===== config.mk =====
export PLATFORM = sky130hd
export DESIGN_NAME = cmd_issuer_flat
export DESIGN_NICKNAME = d
export VERILOG_FILES = /design/src/rtl/cmd_issuer_if.sv /design/src/rtl/cmd_issuer.sv /design/src/flat_wrapper.sv
export SDC_FILE = /design/constraint.sdc
export NUM_CORES = 1
export LEC_CHECK = 0
export BUFFER_PORTS_ARGS = -buffer_cell sky130_fd_sc_hd__buf_2
export CAP_MARGIN = 15
export CORE_MARGIN = 3
export CORE_UTILIZATION = 34
export CTS_BUF_LIST = sky130_fd_sc_hd__clkbuf_16
export DETAILED_ROUTE_END_ITERATION = 16
export PLACE_DENSITY = 0.51
export SLEW_MARGIN = 20
export SYNTH_ARGS = -nofsm -noshare
export SYNTH_HDL_FRONTEND = slang
export SYNTH_SLANG_ARGS = --single-unit

===== constraint.sdc =====
create_clock -name HCLK -period 3 [get_ports HCLK]
set_clock_uncertainty 0.05 [all_clocks]
set_input_delay 0 -clock HCLK [delete_from_list [all_inputs] [get_ports HCLK]]
set_output_delay 0 -clock HCLK [all_outputs]
set_load 0.01 [all_outputs]

===== src/rtl/cmd_issuer_if.sv =====
`default_nettype none
// ============================================================================
// Module  : cmd_issuer_if
// Brief   : Host command, SYSTEM issue and read-response bundle for cmd_issuer.
// Revision: 1.0 - initial release
// ============================================================================
interface cmd_issuer_if #(
  parameter int DEPTH = 4
);
  localparam int c_CW = $clog2(DEPTH) + 1;

  logic            CMD_VALID;
  logic            CMD_READY;
  logic [31:0]     CMD_OPCODE;
  logic [31:0]     CMD_DATA;
  logic [31:0]     OPCODE;
  logic [31:0]     DATA;
  logic            DONE;
  logic            WAIT;
  logic [31:0]     RESPONSE;
  logic [4:0]      RESPONSE_ADDR;
  logic            RSP_VALID;
  logic            RSP_READY;
  logic [31:0]     RSP_DATA;
  logic [4:0]      RSP_ADDR;
  logic            BUSY;
  logic            ERR;
  logic [c_CW-1:0] COUNT;

  modport master (
    input  CMD_VALID, CMD_OPCODE, CMD_DATA, DONE, WAIT, RESPONSE, RESPONSE_ADDR, RSP_READY,
    output CMD_READY, OPCODE, DATA, RSP_VALID, RSP_DATA, RSP_ADDR, BUSY, ERR, COUNT
  );

  modport slave (
    output CMD_VALID, CMD_OPCODE, CMD_DATA, DONE, WAIT, RESPONSE, RESPONSE_ADDR, RSP_READY,
    input  CMD_READY, OPCODE, DATA, RSP_VALID, RSP_DATA, RSP_ADDR, BUSY, ERR, COUNT
  );
endinterface
`default_nettype wire


===== src/rtl/cmd_issuer.sv =====
`default_nettype none
// ============================================================================
// Module  : cmd_issuer
// Brief   : FIFO-buffered load/store issue stage driving SYSTEM OPCODE/DATA.
//           Optional DONE timeout enabled by macro CMD_ISSUER_TIMEOUT_EN.
// Revision: 1.0 - initial release
// ============================================================================
module cmd_issuer #(
  parameter int DEPTH   = 4
`ifdef CMD_ISSUER_TIMEOUT_EN
  , parameter int TIMEOUT = 16
`endif
) (
  input  wire logic    HCLK,
  input  wire logic    HRESET,
  cmd_issuer_if.master bus
);
  localparam int          c_AW      = $clog2(DEPTH);
  localparam int          c_CW      = c_AW + 1;
  localparam logic [31:0] c_IDLE_OP = 32'hFC000001;
  localparam logic [5:0]  c_CLS_WR  = 6'b101011;
  localparam logic [5:0]  c_CLS_RD  = 6'b100011;

  typedef enum logic [1:0] {
    S_IDLE  = 2'd0,
    S_ISSUE = 2'd1,
    S_RESP  = 2'd2
  } state_t;

  state_t          r_state;
  state_t          w_next;
  logic [31:0]     r_mem_op   [DEPTH];
  logic [31:0]     r_mem_data [DEPTH];
  logic [c_AW-1:0] r_wptr;
  logic [c_AW-1:0] r_rptr;
  logic [c_CW-1:0] r_count;
  logic [31:0]     r_iss_op;
  logic [31:0]     r_iss_data;
  logic [31:0]     r_rsp_data;
  logic [4:0]      r_rsp_addr;
  logic            r_err;

  logic            w_ready;
  logic            w_push;
  logic            w_pop;
  logic            w_load;
  logic            w_drop;
  logic            w_head_legal;
  logic            w_iss_read;
  logic            w_done_rd;
  logic            w_tmo_hit;
  logic [31:0]     w_head_op;
  logic [31:0]     w_opcode;

  assign w_ready      = !HRESET && (r_count < c_CW'(DEPTH));
  assign w_push       = bus.CMD_VALID && w_ready;
  assign w_head_op    = r_mem_op[r_rptr];
  assign w_head_legal = (w_head_op[31:26] == c_CLS_WR) || (w_head_op[31:26] == c_CLS_RD);
  assign w_pop        = (r_state == S_IDLE) && (r_count != '0) && !bus.WAIT;
  assign w_load       = w_pop && w_head_legal;
  assign w_drop       = w_pop && !w_head_legal;
  assign w_iss_read   = (r_iss_op[31:26] == c_CLS_RD);
  assign w_done_rd    = (r_state == S_ISSUE) && bus.DONE && w_iss_read;

`ifdef CMD_ISSUER_TIMEOUT_EN
  localparam int c_TW = $clog2(TIMEOUT) + 1;

  logic [c_TW-1:0] r_tmo;
  logic            w_tmo_inc;

  // WAIT cycles are not charged against the command's DONE budget
  assign w_tmo_inc = (r_state == S_ISSUE) && !bus.DONE && !bus.WAIT;
  assign w_tmo_hit = w_tmo_inc && (r_tmo == c_TW'(TIMEOUT - 1));

  always_ff @(posedge HCLK) begin
    if (HRESET) begin
      r_tmo <= '0;
    end else if (w_load) begin
      r_tmo <= '0;
    end else if (w_tmo_inc) begin
      r_tmo <= r_tmo + c_TW'(1);
    end
  end
`else
  assign w_tmo_hit = 1'b0;
`endif

  always_ff @(posedge HCLK) begin
    if (w_push) begin
      r_mem_op[r_wptr]   <= bus.CMD_OPCODE;
      r_mem_data[r_wptr] <= bus.CMD_DATA;
    end
  end

  always_ff @(posedge HCLK) begin
    if (HRESET) begin
      r_state    <= S_IDLE;
      r_wptr     <= '0;
      r_rptr     <= '0;
      r_count    <= '0;
      r_iss_op   <= c_IDLE_OP;
      r_iss_data <= '0;
      r_rsp_data <= '0;
      r_rsp_addr <= '0;
      r_err      <= 1'b0;
    end else begin
      r_state <= w_next;
      if (w_push) begin
        r_wptr <= r_wptr + c_AW'(1);
      end
      if (w_pop) begin
        r_rptr <= r_rptr + c_AW'(1);
      end
      case ({w_push, w_pop})
        2'b10:   r_count <= r_count + c_CW'(1);
        2'b01:   r_count <= r_count - c_CW'(1);
        default: r_count <= r_count;
      endcase
      if (w_load) begin
        r_iss_op   <= w_head_op;
        r_iss_data <= r_mem_data[r_rptr];
      end
      if (w_done_rd) begin
        r_rsp_data <= bus.RESPONSE;
        r_rsp_addr <= bus.RESPONSE_ADDR;
      end
      r_err <= w_drop || w_tmo_hit;
    end
  end

  always_comb begin
    w_next   = r_state;
    w_opcode = c_IDLE_OP;
    case (r_state)
      S_IDLE: begin
        if (w_load) begin
          w_next = S_ISSUE;
        end
      end
      S_ISSUE: begin
        w_opcode = r_iss_op;
        // DONE wins over a timeout landing on the same edge
        if (bus.DONE) begin
          w_next = w_iss_read ? S_RESP : S_IDLE;
        end else if (w_tmo_hit) begin
          w_next = S_IDLE;
        end
      end
      S_RESP: begin
        if (bus.RSP_READY) begin
          w_next = S_IDLE;
        end
      end
      default: w_next = S_IDLE;
    endcase
  end

  assign bus.CMD_READY = w_ready;
  assign bus.OPCODE    = w_opcode;
  assign bus.DATA      = r_iss_data;
  assign bus.RSP_VALID = (r_state == S_RESP);
  assign bus.RSP_DATA  = r_rsp_data;
  assign bus.RSP_ADDR  = r_rsp_addr;
  assign bus.BUSY      = (r_state != S_IDLE) || (r_count != '0);
  assign bus.ERR       = r_err;
  assign bus.COUNT     = r_count;

endmodule
`default_nettype wire


===== src/flat_wrapper.sv =====
// flat-port wrapper written by rule: the top's interface ports become plain ports
module cmd_issuer_flat 
#(
  parameter int DEPTH   = 4

)
  (HCLK, HRESET, bus_CMD_VALID, bus_CMD_OPCODE, bus_CMD_DATA, bus_DONE, bus_WAIT, bus_RESPONSE, bus_RESPONSE_ADDR, bus_RSP_READY, bus_CMD_READY, bus_OPCODE, bus_DATA, bus_RSP_VALID, bus_RSP_DATA, bus_RSP_ADDR, bus_BUSY, bus_ERR, bus_COUNT);
  cmd_issuer_if #(.DEPTH(DEPTH)) bus_i ();
  input  wire logic HCLK;
  input  wire logic HRESET;
  input wire logic [$bits(bus_i.CMD_VALID)-1:0] bus_CMD_VALID;
  input wire logic [$bits(bus_i.CMD_OPCODE)-1:0] bus_CMD_OPCODE;
  input wire logic [$bits(bus_i.CMD_DATA)-1:0] bus_CMD_DATA;
  input wire logic [$bits(bus_i.DONE)-1:0] bus_DONE;
  input wire logic [$bits(bus_i.WAIT)-1:0] bus_WAIT;
  input wire logic [$bits(bus_i.RESPONSE)-1:0] bus_RESPONSE;
  input wire logic [$bits(bus_i.RESPONSE_ADDR)-1:0] bus_RESPONSE_ADDR;
  input wire logic [$bits(bus_i.RSP_READY)-1:0] bus_RSP_READY;
  output wire logic [$bits(bus_i.CMD_READY)-1:0] bus_CMD_READY;
  output wire logic [$bits(bus_i.OPCODE)-1:0] bus_OPCODE;
  output wire logic [$bits(bus_i.DATA)-1:0] bus_DATA;
  output wire logic [$bits(bus_i.RSP_VALID)-1:0] bus_RSP_VALID;
  output wire logic [$bits(bus_i.RSP_DATA)-1:0] bus_RSP_DATA;
  output wire logic [$bits(bus_i.RSP_ADDR)-1:0] bus_RSP_ADDR;
  output wire logic [$bits(bus_i.BUSY)-1:0] bus_BUSY;
  output wire logic [$bits(bus_i.ERR)-1:0] bus_ERR;
  output wire logic [$bits(bus_i.COUNT)-1:0] bus_COUNT;
  assign bus_i.CMD_VALID = bus_CMD_VALID;
  assign bus_i.CMD_OPCODE = bus_CMD_OPCODE;
  assign bus_i.CMD_DATA = bus_CMD_DATA;
  assign bus_i.DONE = bus_DONE;
  assign bus_i.WAIT = bus_WAIT;
  assign bus_i.RESPONSE = bus_RESPONSE;
  assign bus_i.RESPONSE_ADDR = bus_RESPONSE_ADDR;
  assign bus_i.RSP_READY = bus_RSP_READY;
  assign bus_CMD_READY = bus_i.CMD_READY;
  assign bus_OPCODE = bus_i.OPCODE;
  assign bus_DATA = bus_i.DATA;
  assign bus_RSP_VALID = bus_i.RSP_VALID;
  assign bus_RSP_DATA = bus_i.RSP_DATA;
  assign bus_RSP_ADDR = bus_i.RSP_ADDR;
  assign bus_BUSY = bus_i.BUSY;
  assign bus_ERR = bus_i.ERR;
  assign bus_COUNT = bus_i.COUNT;
  cmd_issuer #(.DEPTH(DEPTH)) u_core (.HCLK(HCLK), .HRESET(HRESET), .bus(bus_i));
endmodule

Word level (Yosys, flattened, before mapping)
Memory sizes are Yosys's and may differ from the RTL's. A register that Yosys moved wholly into a read port is not among the register bits.
Index checks and enable logic that the tools add are counted.
W data, S select, Z words.
- muxes and demuxes: 11
- eq/ne operators: 10
- reduce and logical (&&, ||, !) cells: 18
- add/sub/neg operators: 4
- order comparisons: 1
- operator list (operator ; count):
    $mux W32 ; 1
    $eq A6 B6 Y1 const B ; 3
    $mux W2 ; 6
    $logic_and A1 B1 Y1 ; 8
    $pmux W2 S3 ; 1
    $pmux W3 S2 ; 1
    $add A2 B1 Y2 const B ; 2
    $eq A2 B1 Y1 const B ; 2
    $eq A2 B2 Y1 const B ; 2
    $ne A2 B2 Y1 const B ; 2
    $reduce_bool A2 Y1 ; 2
    $add A3 B1 Y3 const B ; 1
    $logic_not A1 Y1 ; 3
    $lt A3 B3 Y1 const B ; 1
    $reduce_and A3 Y1 ; 1
    $reduce_bool A3 Y1 ; 1
    $sub A3 B1 Y3 const B ; 1
    $logic_not A2 Y1 ; 1
    $logic_or A1 B1 Y1 ; 2
    $mux W1 ; 2
    $ne A2 B1 Y1 const B ; 1
- input port bits: 107
- memories kept: 2
- logic and storage cells: 54
- output and inout port bits: 108
- register bits: 79
- memory bits (writable): 256
- memories (memory ; words ; width ; read ports ; clocked after memory_dff ; wr ports ; RTL line ; RTL):
    u_core.r_mem_data ; 4 ; 32 ; 1 ; 1 ; 1 ; cmd_issuer.sv:33 ; logic [31:0] r_mem_data [DEPTH];
    u_core.r_mem_op ; 4 ; 32 ; 1 ; 1 ; 1 ; cmd_issuer.sv:32 ; logic [31:0] r_mem_op [DEPTH];

Logic depth before layout (Yosys ltp)
Gate-level depths: netlist of the first run.
- word-level depth: 6
- depth in mapped cells: 12
- mapped depth without buffers: 9

Worst setup path before layout of the first run
Ideal clock, no wire load.
- path kind: register -> register
- start: register u_core.r_count[2] (netlist: u_core.bus.COUNT[2])
- end: memory u_core.r_mem_data[0][0], enable pin
- setup slack: 0.257 ns
- arrival: 2.264 ns
- setup time: 0.429 ns
- stages on the path, launching flop included: 3
- data required time: 2.521 ns
- buffers on the path: 0
- period minus slack after synthesis: 2.743 ns
- cell sequence: dfxtp_1 -> nor2_1 -> and3_1
- word-level cells in the longest chain between the ends: 5
- RTL lines (item ; RTL line ; RTL):
    from (decl) ; cmd_issuer.sv:36 ; logic [c_CW-1:0] r_count;
    from (signal assigned) ; cmd_issuer.sv:115 ; 2'b10: r_count <= r_count + c_CW'(1);
    from (signal assigned) ; cmd_issuer.sv:116 ; 2'b01: r_count <= r_count - c_CW'(1);
    from (signal assigned) ; cmd_issuer.sv:117 ; default: r_count <= r_count;
    $lt A3 B3 Y1 ; cmd_issuer.sv:55 ; assign w_ready = !HRESET && (r_count < c_CW'(DEPTH));
    $logic_and A1 B1 Y1 ; cmd_issuer.sv:55 ;
    named net bus_CMD_READY ; flat_wrapper.sv:19 ; output wire logic [$bits(bus_i.CMD_READY)-1:0] bus_CMD_READY;
    $logic_and A1 B1 Y1 ; cmd_issuer.sv:56 ; assign w_push = bus.CMD_VALID && w_ready;
    $mux W1 ; cmd_issuer.sv:89 ; if (w_push) begin
    $mux W1 (implied by the code) ; cmd_issuer.sv:91 ; r_mem_data[r_wptr] <= bus.CMD_DATA;
    to (decl) ; cmd_issuer.sv:33 ;
The timed path passes the listed nets, and every way through them passes these cells.

Worst setup path after layout of the first run
- start: register u_core.r_count[2] (netlist: u_core.bus.COUNT[2])
- end: register u_core.r_iss_op[29]
- word-level cells in the longest chain between the ends: 4
- RTL lines (item ; RTL line ; RTL):
    $reduce_bool A3 Y1 ; cmd_issuer.sv:59 ; assign w_pop = (r_state == S_IDLE) && (r_count != '0) && !bus.WAIT;
    $logic_and A1 B1 Y1 (2 in a row) ; cmd_issuer.sv:59 ;
    $logic_and A1 B1 Y1 ; cmd_issuer.sv:60 ; assign w_load = w_pop && w_head_legal;
    to (signal assigned) ; cmd_issuer.sv:101 ; r_iss_op <= c_IDLE_OP;
    to (signal assigned) ; cmd_issuer.sv:120 ; r_iss_op <= w_head_op;
    to (decl) ; cmd_issuer.sv:37 ; logic [31:0] r_iss_op;
No other way between the ends.
A chain may end at the register's enable or synchronous reset.

==> parameters.txt, run 1 <==
Parameter                              Value

STA
  Timing-limited maximum frequency    404 MHz
  Fin. Hold Viols    0
  Sum of negative setup slack    0 ns
  Unrepaired setup endpoints after global routing    false
  Tightest slew margin relative to the limit    0.427
  Final setup vio count    0
  Slew at the pin with the worst max-slew slack    0.860 ns
  Time the worst path needs with I/O delays and setup    2.48 ns
  Final period utilization    0.826
  Pins Over Slew Limit    0

Setup path
  Kind of cell adding the most delay to the critical path    simple AND/OR/NAND/NOR gates
  Largest stage delay, worst path    0.65 ns
  Number of buffers and inverters on the critical path    2
  Type of origin of the critical path    flop
  CP Max Fanout    63
  Critical path data required time    3.37 ns
  WS Path Type    flop to flop
  Cell breakdown of the critical path    nor3_1 > or4_2 > clkinv_4 > buf_4 > nand2_2 > a211o_1
  R2R setup slack    0.52 ns
  Cell with the largest stage delay on the worst path    sky130_fd_sc_hd__buf_4
  Type of element capturing the critical path    flop
  Crit path DAT    2.85 ns

Placement
  Count of placed standard cells including taps    1578
  Number of port buffers    214
  Weighted congestion at the end of routability-driven global placement    0.695
  Detailed-placement wirelength estimate    19500 um
  DP Area    15300 sq um

Pwr
  Peak supply drop    415 uV
  Standby leakage power    6.40 nW
  P per Cell Area    681 nW/um^2

Final layout
  Filler-free cell count of the finished design    1784
  Commonest non-fill, non-tap cells in the layout    sky130_fd_sc_hd__edfxtp_1 (256), sky130_fd_sc_hd__buf_2 (213), sky130_fd_sc_hd__dlygate4sd3_1 (133)
  Layout cells sized above 1    0.283
  Area Growth Syn to Fin    30.9%
  Commonest non-fill, non-tap cell in the layout    sky130_fd_sc_hd__edfxtp_1
  # nets final    1348
  Final cell area excluding filler cells    17900 sq um

Synthesis
  Register area share after synthesis    0.728
  Syn_nets    999
  Number of warnings reported in the yosys synthesis log    0
  Post-synthesis cell area    13700 sq um
  Yosys top cell by area    sky130_fd_sc_hd__edfxtp_1
  Distinct cell type count of the synthesized netlist    38
  Number of instances in the synthesized netlist    886
  Top cell type's share of synthesized area    0.563
  Syn_area_per_cell    15.4 sq um
  Number of synthesized register bits    369
  Dominant cells by area after synthesis    sky130_fd_sc_hd__edfxtp_1 (56%), sky130_fd_sc_hd__dfxtp_1 (17%), sky130_fd_sc_hd__mux4_2 (9.9%)

Die
  Area inside the core boundary    39200 sq um
  Number of rows in the core area    72
  Height of the chip    206 um
  Width of the die    206 um
  Area enclosed by the die boundary    42600 sq um
  Initial cell density of the core    0.349
  Boundary Pins    215

Clocking
  CTS tree    yes
  Clock buffer depth    3
  Total CTS buffers    40
  Clock root buffer    sky130_fd_sc_hd__clkbuf_16
  Clock transition at the registers of the reported paths    0.06 ns
  Number of H-tree levels    2
  Clock network latency to the later pin of the worst-skew pair    0.54 ns
  Number of sinks driven by the clock tree    369

Drt
  DR DRC count    0
  Average wire length per cell after detail routing    19.0 um
  Remaining number of nets flagged by the antenna check after routing    0
  Number of optimization iterations in the first detailed-route pass    4
  Number of design-rule violations left by the first detailed-router iteration    530
  Vias after detailed routing    8587
  Total Wirelength    33900 um
  Via density    4.81

GRT
  Overflow left after global routing    0
  Global-route wire length before repair    50600 um
  Pin count of the biggest net entering global routing    68
  Via count of the first global-routing pass    8694
  Initial antenna violation count    1
  Total Routing Usage GR    0.156

Hold path
  Class of the tightest hold or removal check    primary input to flop

Job
  Max-Cap Viols    0

Status
  Outcome    finished clean
## cells by family after synthesis
kind of cell	share of synthesized area
XOR/XNOR	0.00321
flip-flops	0.728
adder cells (fa/ha/maj)	0.00604
AND/OR/NAND/NOR	0.0738
multiplexers	0.0989
buffers and inverters	0.0266
AO/OA/AOI/OAI	0.0633
## cells in the mapped netlist
cell,instances
sky130_fd_sc_hd__edfxtp_1,256
sky130_fd_sc_hd__dfxtp_1,113
sky130_fd_sc_hd__a21oi_1,99
sky130_fd_sc_hd__nand2_1,81
sky130_fd_sc_hd__mux4_2,60
sky130_fd_sc_hd__nand3_1,57
sky130_fd_sc_hd__o21ai_0,56
sky130_fd_sc_hd__clkbuf_1,29
sky130_fd_sc_hd__and2_1,26
sky130_fd_sc_hd__buf_2,19
sky130_fd_sc_hd__nor2_1,12
sky130_fd_sc_hd__buf_4,10
sky130_fd_sc_hd__inv_1,7
sky130_fd_sc_hd__and3_1,6
sky130_fd_sc_hd__nand2b_1,6
sky130_fd_sc_hd__nor2b_1,6
sky130_fd_sc_hd__ha_1,5
sky130_fd_sc_hd__buf_6,4
sky130_fd_sc_hd__nor3_1,4
sky130_fd_sc_hd__or3_1,4
sky130_fd_sc_hd__xor2_1,3
sky130_fd_sc_hd__a211o_1,2
sky130_fd_sc_hd__a21o_1,2
sky130_fd_sc_hd__nand4b_1,2
sky130_fd_sc_hd__o21ai_1,2
sky130_fd_sc_hd__o31ai_1,2
sky130_fd_sc_hd__xnor2_1,2
sky130_fd_sc_hd__and2b_1,1
sky130_fd_sc_hd__and4_1,1
sky130_fd_sc_hd__buf_1,1
sky130_fd_sc_hd__clkinv_4,1
sky130_fd_sc_hd__fa_1,1
sky130_fd_sc_hd__nand2_2,1
sky130_fd_sc_hd__nand4_1,1
sky130_fd_sc_hd__o211a_1,1
sky130_fd_sc_hd__o211ai_2,1
sky130_fd_sc_hd__o311ai_1,1
sky130_fd_sc_hd__or4_1,1
## where the power goes
group	switching, W	internal, W
registers	0.000126	0.00567
logic	0.00102	0.000831
clock network	0.00190	0.00263
total	0.00305	0.00913
## sequential cells by signal, summed over array words and instances, names as in the netlist, 3 cells and up, named ones only
register             cells
u_core.bus.COUNT         3
u_core.bus.DATA         32
u_core.bus.RSP_ADDR      5
u_core.bus.RSP_DATA     32
u_core.r_iss_op         32
u_core.r_mem_data      128
u_core.r_mem_op        128
## final cells by class
type | count | area, sq um
timing repair buffer | 370 | 2650
multi-input combinational | 446 | 3390
tap | 518 | 648
clock buffer | 41 | 1030
antenna | 1 | 2.50
fill | 3475 | 21300
clock inverter | 31 | 178
sequential | 369 | 9950
inverter | 8 | 35.0
## layer usage
metal,GRT usage,up-vias,share of wire
met5,0,-,0
met4,0.0490,0,0.020
met3,0.0348,48,0.064
met2,0.255,233,0.47
met1,0.209,4256,0.44
li1,-,4050,-
## metrics by stage
step / setup slack, ns / hold slack, ns / util / total power, W
after floorplan: 0.257 / 0.0165 / - / 0.00713
after global placement: 0.531 / 0.167 / 0.392 / 0.00769
after detailed placement: 0.516 / 0.167 / 0.392 / 0.00770
after CTS: 0.501 / 0.133 / 0.456 / 0.0124
after global routing: 0.404 / 0.162 / 0.456 / 0.0127
final: 0.522 / 0.162 / 0.456 / 0.0122
## final timing paths
| kind | start | end | cells after the start |
|---|---|---|---|
| worst max-delay path | u_core.bus.COUNT[2]$_SDFFE_PP0P_ | u_core.r_iss_op[29]$_SDFFE_PP1P_ | 6 |
| worst min-delay path | bus_CMD_DATA[14] | u_core.r_mem_data[2][14]$_DFFE_PP_ | 2 |
| worst max register to register | u_core.bus.COUNT[2]$_SDFFE_PP0P_ | u_core.r_iss_op[29]$_SDFFE_PP1P_ | 6 |
| worst min register to register | u_core.bus.RSP_ADDR[4]$_SDFFE_PP0P_ | u_core.bus.RSP_ADDR[4]$_SDFFE_PP0P_ | 2 |
## timing repair
action / CTS / global route
endpoints found under the hold margin: 308 / 0
hold buffers: 133 / 0
setup buffers: 0 / 0
gates resized for setup: 0 / 0
(Power assumes the default switching activity.)
==> run 2: changes to the inputs <==
Settings changed: PLACE_DENSITY 0.51 to 0.53.
Clock period 3 ns to 2.2 ns, I/O delays scaled along.
==> parameters.txt, run 2 (same netlist as run 1, synthesis figures left out) <==
Parameter                              Value

GRT
  Met1 layer usage reported by global route    0.204
  Overflow left after global routing    0
  Layer with the highest usage    met2
  Global-route met2 utilization    0.267
  Initial antenna violation count    3
  GR Layer Usage met3    0.0413
  Total Routing Usage GR    0.158
  Via count of the first global-routing pass    8775
  Pin count of the biggest net entering global routing    113
  Global-route wire length before repair    51300 um

STA
  Final setup vio count    0
  Fin. Hold Viols    0
  Worst hold margin    0.135 ns
  Tightest slew margin relative to the limit    0.516
  Slew at the pin with the worst max-slew slack    0.725 ns
  Final period utilization    0.977
  Time the worst path needs with I/O delays and setup    2.15 ns
  Pins Over Slew Limit    0
  Unrepaired setup endpoints after global routing    true
  Timing-limited maximum frequency    465 MHz

Placement
  Weighted congestion at the end of routability-driven global placement    0.726
  Number of port buffers    214
  Detailed-placement wirelength estimate    20700 um

Clocking
  Number of sinks driven by the clock tree    369
  Total CTS buffers    42
  Clock root buffer    sky130_fd_sc_hd__clkbuf_16
  Post-CTS setup repair buffer count    0
  Clock transition at the registers of the reported paths    0.06 ns
  CTS tree    yes
  Number of H-tree levels    2
  Clock buffer depth    3
  Clock network latency to the later pin of the worst-skew pair    0.55 ns

Setup path
  Type of element capturing the critical path    flop
  CP Max Fanout    4
  WS Path Type    flop to flop
  Type of origin of the critical path    flop
  Crit path DAT    2.58 ns
  Critical path data required time    2.63 ns

Drt
  Average wire length per cell after detail routing    19.0 um
  Number of optimization iterations in the first detailed-route pass    6
  Vias after detailed routing    8582
  Remaining number of nets flagged by the antenna check after routing    0
  Total Wirelength    33900 um
  Via density    4.83
  DR DRC count    0
  Number of design-rule violations left by the first detailed-router iteration    404

Job
  Max-Cap Viols    0

Pwr
  Peak supply drop    451 uV
  P per Cell Area    955 nW/um^2
  Overall power of the completed layout    0.0172 W
  Standby leakage power    6.37 nW

Final layout
  Area Growth Syn to Fin    31.7%
  Largest registers ranked by flip-flop count    u_core.r_mem_data (128), u_core.r_mem_op (128)
  Commonest non-fill, non-tap cell in the layout    sky130_fd_sc_hd__edfxtp_1
  # nets final    1338
  Layout cells sized above 1    0.308
  Commonest non-fill, non-tap cells in the layout    sky130_fd_sc_hd__edfxtp_1 (256), sky130_fd_sc_hd__buf_2 (213), sky130_fd_sc_hd__dlygate4sd3_1 (106)

Hold path
  Class of the tightest hold or removal check    primary input to flop

Die
  Height of the chip    206 um
  Area inside the core boundary    39200 sq um
  Area enclosed by the die boundary    42600 sq um
  Width of the die    206 um
  Initial cell density of the core    0.349
  Number of rows in the core area    72
  Boundary Pins    215

Status
  Outcome    finished clean
[run 2: stage by stage]
stage | setup TNS (ns) | setup WS (ns) | util | instances | area [sq um]
2_1_floorplan | -0.320 | -0.228 | - | 886 | 13700
3_3_place_gp | -0.118 | -0.118 | 0.398 | 1593 | 15600
3_5_place_dp | -0.128 | -0.128 | 0.398 | 1593 | 15600
6_report | 0 | 0.0502 | 0.459 | 1778 | 18000
4_1_cts | 0 | 0.0414 | 0.459 | 1776 | 18000
5_1_grt | -0.0970 | -0.0411 | 0.459 | 1777 | 18000
[run 2: final timing paths]
check	from	endpoint	slack [ns]	depth (start not counted)
setup / recovery	u_core.bus.COUNT[1]$_SDFFE_PP0P_	u_core.bus.COUNT[2]$_SDFFE_PP0P_	0.05	9
hold / removal	bus_WAIT	u_core.r_iss_op[13]$_SDFFE_PP0P_	0.14	6
setup reg to reg	u_core.bus.COUNT[1]$_SDFFE_PP0P_	u_core.bus.COUNT[2]$_SDFFE_PP0P_	0.05	9
hold reg to reg	u_core.bus.RSP_DATA[23]$_SDFFE_PP0P_	u_core.bus.RSP_DATA[23]$_SDFFE_PP0P_	0.40	2
[run 2: area by class of cell]
cell class              instances  area [sq um]
fillers                      3451         21200
flip-flops and latches        369          9960
multi-input cells             446          3410
repair buffers                358          2610
clock buffers                  45          1130
well taps                     518           648
clock inverters                32           184
inverters                       8          42.5
diodes                          2          5.00
[run 2: what timing repair did]
item	CTS	global route
gates resized for setup	1	3
endpoints found under the setup margin	2	5
pin swaps	0	0
endpoints found under the hold margin	332	0
hold buffers	106	0
[run 2: power by group]
part           internal [W]  total [W]  switching [W]
clock network       0.00389    0.00653        0.00264
logic               0.00129    0.00280        0.00151
registers           0.00774    0.00784       0.000104
total                0.0129     0.0172        0.00425
[run 2: per-layer routing]
layer | wire (um) | vias to the layer above
li1 | - | 4037
met1 | 14600 | 4259
met2 | 16200 | 237
met3 | 2460 | 47
met4 | 612 | 2
met5 | 7 | -
[run 2: worst max-delay path: stages, from the launching register on]
cell and delay [ns]:
sky130_fd_sc_hd__dfxtp_4 0.36, sky130_fd_sc_hd__nor3_1 0.05, sky130_fd_sc_hd__or4_4 0.47, sky130_fd_sc_hd__clkinv_8 0.07
sky130_fd_sc_hd__ha_4 0.13, sky130_fd_sc_hd__inv_2 0.04, sky130_fd_sc_hd__fa_2 0.33, sky130_fd_sc_hd__xor2_1 0.15
sky130_fd_sc_hd__or3_1 0.32, sky130_fd_sc_hd__a21oi_2 0.11
==> run 3: changes to the inputs <==
Settings changed: GPL_TIMING_DRIVEN set to 0.
==> parameters.txt, run 3 (same netlist as run 1, synthesis figures left out) <==
Parameter                              Value

Status
  Outcome    finished with violations
  Violated checks    negative setup slack

Drt
  Number of design-rule violations left by the first detailed-router iteration    453
  DR DRC count    0
  Vias after detailed routing    8649
  Via density    4.78
  Total Wirelength    34600 um
  Average wire length per cell after detail routing    19.1 um
  Remaining number of nets flagged by the antenna check after routing    0
  Number of optimization iterations in the first detailed-route pass    5

Final layout
  Commonest non-fill, non-tap cell in the layout    sky130_fd_sc_hd__edfxtp_1
  Area Growth Syn to Fin    31.3%
  Final cell area excluding filler cells    17900 sq um
  # nets final    1370
  Commonest non-fill, non-tap cells in the layout    sky130_fd_sc_hd__edfxtp_1 (256), sky130_fd_sc_hd__buf_2 (229), sky130_fd_sc_hd__dfxtp_1 (107)
  ANT cells    0
  Largest registers ranked by flip-flop count    u_core.r_mem_data (128), u_core.r_mem_op (128)
  Layout cells sized above 1    0.309

Clocking
  Clock transition at the registers of the reported paths    0.06 ns
  Clock buffer depth    3
  Number of sinks driven by the clock tree    369
  CTS tree    yes
  Clock network latency to the later pin of the worst-skew pair    0.54 ns
  Number of H-tree levels    2
  Total CTS buffers    41
  Clock root buffer    sky130_fd_sc_hd__clkbuf_16

STA
  Time the worst path needs with I/O delays and setup    2.28 ns
  Unrepaired setup endpoints after global routing    true
  Timing-limited maximum frequency    438 MHz
  Slack of the critical path    -0.0819 ns
  Final setup vio count    1
  Fin. Hold Viols    0
  Slew at the pin with the worst max-slew slack    0.820 ns
  Worst hold margin    0.158 ns
  Final period utilization    1.04
  Pins Over Slew Limit    0
  Tightest slew margin relative to the limit    0.454

GRT
  Global-route wire length before repair    51500 um
  Via count of the first global-routing pass    8791
  Pin count of the biggest net entering global routing    40
  Initial antenna violation count    2
  Total Routing Usage GR    0.161
  Overflow left after global routing    0

Setup path
  Largest stage delay, worst path    0.61 ns
  Critical path data required time    2.61 ns
  CP Max Fanout    2
  Type of origin of the critical path    flop
  Number of buffers and inverters on the critical path    2
  Crit path DAT    2.69 ns
  WS Path Type    flop to flop
  Kind of cell adding the most delay to the critical path    simple AND/OR/NAND/NOR gates
  Cell breakdown of the critical path    or4_4 > clkinv_16 > ha_4 > inv_2 > fa_2 > xor2_1 > or3_1 > a21oi_2
  Cell with the largest stage delay on the worst path    sky130_fd_sc_hd__or4_4
  Type of element capturing the critical path    flop

Hold path
  Class of the tightest hold or removal check    primary input to flop

Job
  Max-Cap Viols    0

Pwr
  Peak supply drop    493 uV
  Standby leakage power    6.43 nW
  P per Cell Area    941 nW/um^2

Placement
  Number of port buffers    214
  Detailed-placement wirelength estimate    22900 um
  Pre-CTS setup slack    -0.542 ns
  DP Area    15600 sq um
  Weighted congestion at the end of routability-driven global placement    0.741

Die
  Area inside the core boundary    39200 sq um
  Initial cell density of the core    0.349
  Width of the die    206 um
  Height of the chip    206 um
  Area enclosed by the die boundary    42600 sq um
  Number of rows in the core area    72
  Boundary Pins    215
[run 3: cell count changes in the layout (fill, tap and decap cells not counted), moves of 4 or more]
| cell | delta |
|---|---|
| sky130_fd_sc_hd__buf_4 | -8 |
| sky130_fd_sc_hd__buf_12 | -11 |
| sky130_fd_sc_hd__clkbuf_2 | +8 |
| sky130_fd_sc_hd__inv_1 | +6 |
| sky130_fd_sc_hd__clkbuf_1 | +22 |
| sky130_fd_sc_hd__clkinv_1 | -7 |
| sky130_fd_sc_hd__buf_2 | +16 |
| sky130_fd_sc_hd__dfxtp_2 | -4 |
[run 3: path summary, 6_finish.rpt]
check / slack [ns] / cells after the start / start / end
worst max-delay path: -0.08 / 8 / u_core.r_state[0]$_SDFFE_PP0P_ / u_core.bus.COUNT[2]$_SDFFE_PP0P_
worst min-delay path: 0.16 / 2 / bus_CMD_OPCODE[11] / u_core.r_mem_op[0][11]$_DFFE_PP_
worst max register to register: -0.08 / 8 / u_core.r_state[0]$_SDFFE_PP0P_ / u_core.bus.COUNT[2]$_SDFFE_PP0P_
worst min register to register: 0.40 / 2 / u_core.bus.RSP_DATA[11]$_SDFFE_PP0P_ / u_core.bus.RSP_DATA[11]$_SDFFE_PP0P_
[run 3: through the flow]
step / std cells / util / total power [W] / TNS [ns]
after CTS: 1807 / 0.457 / 0.0172 / -0.110
after floorplan: 886 / - / 0.00979 / -0.320
after detailed placement: 1623 / 0.397 / 0.0107 / -0.956
after global routing: 1808 / 0.458 / 0.0177 / -0.162
after global placement: 1618 / 0.394 / 0.0107 / -150.35
final: 1808 / 0.458 / 0.0169 / -0.0819
[run 3: where the power goes]
group | leakage (nW) | internal, W | switching [W]
sequential | 3.24 | 0.00774 | 0.0000975
clock | 0.666 | 0.00359 | 0.00263
combinational | 2.52 | 0.00129 | 0.00155
[run 3: area by class of cell]
cell class	instances	area [sq um]
sequential	369	9960
tap	518	648
timing repair buffer	331	2300
multi-input combinational	446	3410
fill	3556	21200
clock buffer	44	1100
buffer	60	322
clock inverter	32	139
inverter	8	56.3
[run 3: repair_timing]
item,in CTS,in global routing
endpoints found under the hold margin,316,0
resized for setup,7,27
hold buffers,106,0
pin swaps,1,3
buffers inserted,4,2
setup endpoints to repair,2,83
[run 3: routing by layer]
metal,GRT usage,wire (um),part of all wire
met2,0.276,16600,0.48
met3,0.0350,2200,0.064
met1,0.205,15100,0.44
met4,0.0456,697,0.020
met5,0,20,0.00058
